<file path="src/rtl/mult_div_unit.sv">
// Iterative signed multiply/divide unit for the multicycle MIPS datapath.
// Radix-2 Booth multiply and restoring divide, one step per cycle, WIDTH steps per op.
module mult_div_unit #(
  parameter int unsigned WIDTH = 32
) (
  input  logic             clk,
  input  logic             reset,
  input  logic             multOP,
  input  logic             divOP,
  input  logic [WIDTH-1:0] A,
  input  logic [WIDTH-1:0] B,
  output logic [WIDTH-1:0] hi,
  output logic [WIDTH-1:0] lo,
  output logic             busy,
  output logic             done,
  output logic             divByZero
);

  localparam int unsigned CW = (WIDTH > 1) ? $clog2(WIDTH) : 1;

  typedef enum logic [1:0] {
    S_IDLE,
    S_MULT,
    S_DIV,
    S_FINISH
  } state_t;

  state_t r_state, w_next_state;

  logic [WIDTH:0]   r_acc;
  logic [WIDTH-1:0] r_q;
  logic             r_q1;
  logic [WIDTH:0]   r_m;
  logic             r_neg_q;
  logic             r_neg_r;
  logic [CW-1:0]    r_count;
  logic             r_dbz;
  logic [WIDTH-1:0] r_hi;
  logic [WIDTH-1:0] r_lo;

  logic             w_accept;
  logic             w_start_mul;
  logic             w_start_div;
  logic             w_div_zero;
  logic             w_last;
  logic [WIDTH-1:0] w_a_mag;
  logic [WIDTH:0]   w_b_mag;

  logic [WIDTH:0]   w_booth_sum;
  logic [WIDTH:0]   w_booth_acc;
  logic [WIDTH-1:0] w_booth_q;

  logic [WIDTH:0]   w_div_shift;
  logic             w_div_ge;
  logic [WIDTH:0]   w_div_rem;
  logic [WIDTH-1:0] w_div_q;
  logic [WIDTH-1:0] w_div_hi;
  logic [WIDTH-1:0] w_div_lo;

  // FINISH accepts a new start exactly like IDLE, giving back-to-back operation.
  assign w_accept    = (r_state == S_IDLE) || (r_state == S_FINISH);
  assign w_start_mul = w_accept && multOP;
  assign w_start_div = w_accept && !multOP && divOP && (B != '0);
  assign w_div_zero  = w_accept && !multOP && divOP && (B == '0);
  assign w_last      = (r_count == CW'(WIDTH - 1));

  // Magnitudes as unsigned; |most-negative| still fits because it is read unsigned.
  assign w_a_mag = A[WIDTH-1] ? (~A + 1'b1) : A;
  assign w_b_mag = {1'b0, (B[WIDTH-1] ? (~B + 1'b1) : B)};

  // Booth step; accumulator carries one guard bit so -M never overflows.
  always_comb begin
    w_booth_sum = r_acc;
    case ({r_q[0], r_q1})
      2'b01:   w_booth_sum = r_acc + r_m;
      2'b10:   w_booth_sum = r_acc - r_m;
      default: w_booth_sum = r_acc;
    endcase
    w_booth_acc = {w_booth_sum[WIDTH], w_booth_sum[WIDTH:1]};
    w_booth_q   = {w_booth_sum[0], r_q[WIDTH-1:1]};
  end

  // Restoring divide step: r_acc is the partial remainder, r_q the dividend/quotient.
  always_comb begin
    w_div_shift = {r_acc[WIDTH-1:0], r_q[WIDTH-1]};
    w_div_ge    = (w_div_shift >= r_m);
    w_div_rem   = w_div_ge ? (w_div_shift - r_m) : w_div_shift;
    w_div_q     = {r_q[WIDTH-2:0], w_div_ge};
    w_div_lo    = r_neg_q ? (~w_div_q + 1'b1) : w_div_q;
    w_div_hi    = r_neg_r ? (~w_div_rem[WIDTH-1:0] + 1'b1) : w_div_rem[WIDTH-1:0];
  end

  always_comb begin
    w_next_state = r_state;
    busy         = 1'b0;
    done         = 1'b0;
    case (r_state)
      S_IDLE, S_FINISH: begin
        done         = (r_state == S_FINISH);
        w_next_state = S_IDLE;
        if (w_start_mul)      w_next_state = S_MULT;
        else if (w_start_div) w_next_state = S_DIV;
      end
      S_MULT: begin
        busy = 1'b1;
        if (w_last) w_next_state = S_FINISH;
      end
      S_DIV: begin
        busy = 1'b1;
        if (w_last) w_next_state = S_FINISH;
      end
      default: w_next_state = S_IDLE;
    endcase
  end

  always_ff @(posedge clk) begin
    if (reset) begin
      r_state <= S_IDLE;
      r_acc   <= '0;
      r_q     <= '0;
      r_q1    <= 1'b0;
      r_m     <= '0;
      r_neg_q <= 1'b0;
      r_neg_r <= 1'b0;
      r_count <= '0;
      r_dbz   <= 1'b0;
      r_hi    <= '0;
      r_lo    <= '0;
    end else begin
      r_state <= w_next_state;
      r_dbz   <= w_div_zero;
      case (r_state)
        S_IDLE, S_FINISH: begin
          if (w_start_mul) begin
            r_acc   <= '0;
            r_q     <= B;
            r_q1    <= 1'b0;
            r_m     <= {A[WIDTH-1], A};
            r_count <= '0;
          end else if (w_start_div) begin
            r_acc   <= '0;
            r_q     <= w_a_mag;
            r_q1    <= 1'b0;
            r_m     <= w_b_mag;
            r_neg_q <= A[WIDTH-1] ^ B[WIDTH-1];
            r_neg_r <= A[WIDTH-1];
            r_count <= '0;
          end
        end
        S_MULT: begin
          r_acc   <= w_booth_acc;
          r_q     <= w_booth_q;
          r_q1    <= r_q[0];
          r_count <= r_count + CW'(1);
          if (w_last) begin
            r_hi <= w_booth_acc[WIDTH-1:0];
            r_lo <= w_booth_q;
          end
        end
        S_DIV: begin
          r_acc   <= w_div_rem;
          r_q     <= w_div_q;
          r_count <= r_count + CW'(1);
          if (w_last) begin
            r_hi <= w_div_hi;
            r_lo <= w_div_lo;
          end
        end
        default: ;
      endcase
    end
  end

  assign hi        = r_hi;
  assign lo        = r_lo;
  assign divByZero = r_dbz;

endmodule

</file>
<file path="config.mk">
export PLATFORM = sky130hd
export DESIGN_NAME = mult_div_unit
export DESIGN_NICKNAME = d
export VERILOG_FILES = /design/src/rtl/mult_div_unit.sv
export SDC_FILE = /design/constraint.sdc
export NUM_CORES = 1
export LEC_CHECK = 0
export ABC_AREA = 1
export CORE_MARGIN = 1
export CORE_UTILIZATION = 55
export DETAILED_ROUTE_END_ITERATION = 16
export PLACE_DENSITY = 0.76
export SYNTH_ARGS = -nofsm -noshare
export SYNTH_HDL_FRONTEND = slang
export SYNTH_SLANG_ARGS = --single-unit
export TNS_END_PERCENT = 1
</file>
<file path="constraint.sdc">
create_clock -name clk -period 6.3 [get_ports clk]
set_clock_uncertainty 0.15 [all_clocks]
set_input_delay 1.26 -clock clk [delete_from_list [all_inputs] [get_ports clk]]
set_output_delay 1.26 -clock clk [all_outputs]
set_load 0.02 [all_outputs]
</file>
==> reports/results.ini <==
[synthesis]
async_flop_share_pct=0
syn-num-nets=3123
synth-edff-count=0
synth_cell_types=65
synth_top_area_share_pct=19.9
synthCells=2977
synth_ff_type=dfxtp_1
synthTopCellsByCount=nand2_1, inv_1, nor2_1
ys_warn_count=0
synth_area_leader_cell=dfxtp_1
ys_ff_latch=173
synth_most_common_cell=nand2_1
syn_area_um2=17400
synth_area_leaders=dfxtp_1, nand2_1, inv_1
synth-seq-area-share_pct=19.9
syn_area_per_cell_um2=5.86

[floorplan]
initial_core_util_pct=56.4
die-area_um2=32400
die_x_um=180
rows=64
ioPinCount=135
fp.dieH_um=180
core_area_um2=30900

[sta]
setup_slack_ps=991
tns_ps=0
rsz0062_at_grt=no
fin_crit_sh_pct=84.3
finalHoldViolations=0
tightestPinTransition_ps=1180
max_slew_margin_pct=21.1
finalMaxSlewViolations=0
fmax_ghz=0.188
period_minus_slack_ps=5310
setup_viol=0

[outcome]
run_status=completed

[hold_path]
hp-start=hi[25]
worstHoldEndpoint=hi[25]
hold_path_class=reg2reg
worst_hold_path.num_cells=2

[placement]
place_ws_ps=1170
dp_hpwl_um=54300
routabilityCongestion=1.11
dpl_cell_area_um2=18900
portBuffers=134
dpl.cell_count=3404

[clock_network]
root_buffer=clkbuf_16
cts_buffers=17
cts.repair.resized=0
clkLatencyLatePin_ps=470
clk_path_buf_depth=2
cts_sinks=173
post_cts_buffers=0
cts_tree=built
h-tree-depth=4
holdBufCountCts=0
path_clk_slew_ps=80

[route]
vias=21300
post-route-drc-count=0
wirelength_um=71500
dr.pass1.iters=6
viasPerCell=6.19
ant_nets=0
wl_per_cell_um=20.8
drt_iter0_markers=2998

[setup_path]
worstPathCellList=ha_1, inv_1, nand2_1, o21ai_0, a21oi_1, o21ai_0, xor2_1, ha_1, nand2_1, nor2_1, inv_1, nor3_1, a2111oi_0, nand3_1, nand3_1, nand3_1, nand2_1, inv_1, nand2_1, a21oi_1
critPathTopFamily=compound AO/OA/AOI/OAI gates
critPathArrivalTime_ps=5480
required_ps=6470
timing.rr.end=hi[29]
reg2reg_slack_ps=990
rr_worst_depth=20
worst_path_most_repeated_cell=nand2_1
crit_buf_inv=3
crit_path_max_fanout=19
critical_path.slowest_cell=ha_1
r2r_start=r_q[0]
crit_path_end_kind=flip-flop
worstSetupStartpointType=flip-flop
cp_slowest_stage_delay_ps=800
critical_path_class=reg2reg

[global_route]
antenna_found_initial=3
grt_pass1_vias=20100
grt_pass1_wl_um=110000
overflow=0
grt_use_total_pct=43.7
grt_max_degree=86

[cells_and_area]
final_area_um2=19500
syn_to_final_growth_pct=12.0
drive_gt1_share_pct=6.35
antenna_cells=0
nNetsFinal=3173
fin_cells=3436

[power_and_ir_drop]
ir_drop_uv=237
power_density_nw_per_um2=254
p_leak_uw=0.00919

[flow_run]
drv_cap=0

==> layout make-up <==
cell class              instances  area [um2]
multi-input cells            2246       11800
flip-flops and latches        173        3460
well taps                     396         495
repair buffers                156        1500
clock buffers                  17         425
clock inverters                15         183
inverters                     433        1630
fillers                      3012       11400
==> through the flow <==
| step | hold WS (ps) | util (%) | power (uW) |
|---|---|---|---|
| 5_1_grt | 337 | 63.1 | 5240 |
| 2_1_floorplan | 291 | - | 2990 |
| 3_3_place_gp | 302 | 61.2 | 3690 |
| 6_report | 315 | 63.1 | 4960 |
| 4_1_cts | 316 | 63.1 | 4850 |
| 3_5_place_dp | 304 | 61.2 | 3730 |
==> layout by cell type, fill, tap and decap left out, types with 7 or more instances in the layout <==
| cell type | instances |
|---|---|
| nand2_1 | 763 |
| inv_1 | 393 |
| nor2_1 | 243 |
| nand3_1 | 216 |
| o21ai_0 | 214 |
| a21oi_1 | 212 |
| dfxtp_1 | 173 |
| clkdlybuf4s50_1 | 133 |
| ha_1 | 75 |
| xor2_1 | 72 |
| a31oi_1 | 49 |
| nor3_1 | 47 |
| nand4_1 | 38 |
| o211ai_1 | 34 |
| inv_2 | 33 |
| o22ai_1 | 29 |
| or2_2 | 28 |
| nand2_2 | 26 |
| buf_4 | 22 |
| o221ai_1 | 19 |
| clkbuf_16 | 17 |
| nor4_1 | 16 |
| o21ai_1 | 14 |
| nor2_2 | 12 |
| nand3b_1 | 11 |
| a22oi_1 | 10 |
| o21bai_1 | 10 |
| a221oi_1 | 9 |
| clkinv_1 | 7 |
| nand3_2 | 7 |
| a21o_1 | 7 |
| a211oi_1 | 7 |
==> worst min-delay path: stages (launching register included) <==
cell and delay [ps]:
dfxtp_1 310, nand2_1 60, a21oi_1 50
==> flip-flops by register name, indices dropped and copies added, names as in the netlist <==
name and flops:
r_q 32, lo 32, r_m 33, r_state 2, r_neg_r 1, r_count 5, r_q1 1, hi 32
r_acc 33, divByZero 1, r_neg_q 1
==> where the power goes <==
group,internal [uW],switching (uW),total (uW)
Clock,544,592,1140
Combinational,745,1790,2540
Sequential,1170,123,1290
Total,2460,2510,4960
==> how the worst max path moves through the flow <==
stage / start / end / slack [ps] / depth (start not counted)
3_5_place_dp: B[0] / r_m[16] / 1170 / 18
6_report: r_q[0] / hi[29] / 990 / 20
4_1_cts: r_m[25] / lo[28] / 1220 / 29
3_3_place_gp: r_q[0] / hi[29] / 1330 / 20
5_1_grt: r_m[0] / hi[25] / 520 / 23
2_1_floorplan: r_m[1] / hi[31] / 2330 / 31
==> layer usage <==
| layer | up-vias | GRT usage [%] | routed length, um | part of all wire [%] |
|---|---|---|---|---|
| met2 | 1400 | 71.9 | 32200 | 45 |
| met1 | 9569 | 49.0 | 25800 | 36 |
| li1 | 9958 | - | - | - |
| met3 | 344 | 9.50 | 7210 | 10 |
| met5 | - | 0 | 13 | 0.018 |
| met4 | 2 | 35.0 | 6340 | 8.9 |
==> cells by family (layout without fill, tap and decap cells) <==
group,after synthesis,after routing,synth area share [%]
simple gates,1436,1436,36.3
buf+inv,558,621,12.4
xor+xnor,78,78,3.92
compound gates,654,654,21.8
flops,173,173,19.9
fa+ha+maj,78,78,5.69
Power figures use the tool's default switching activity.
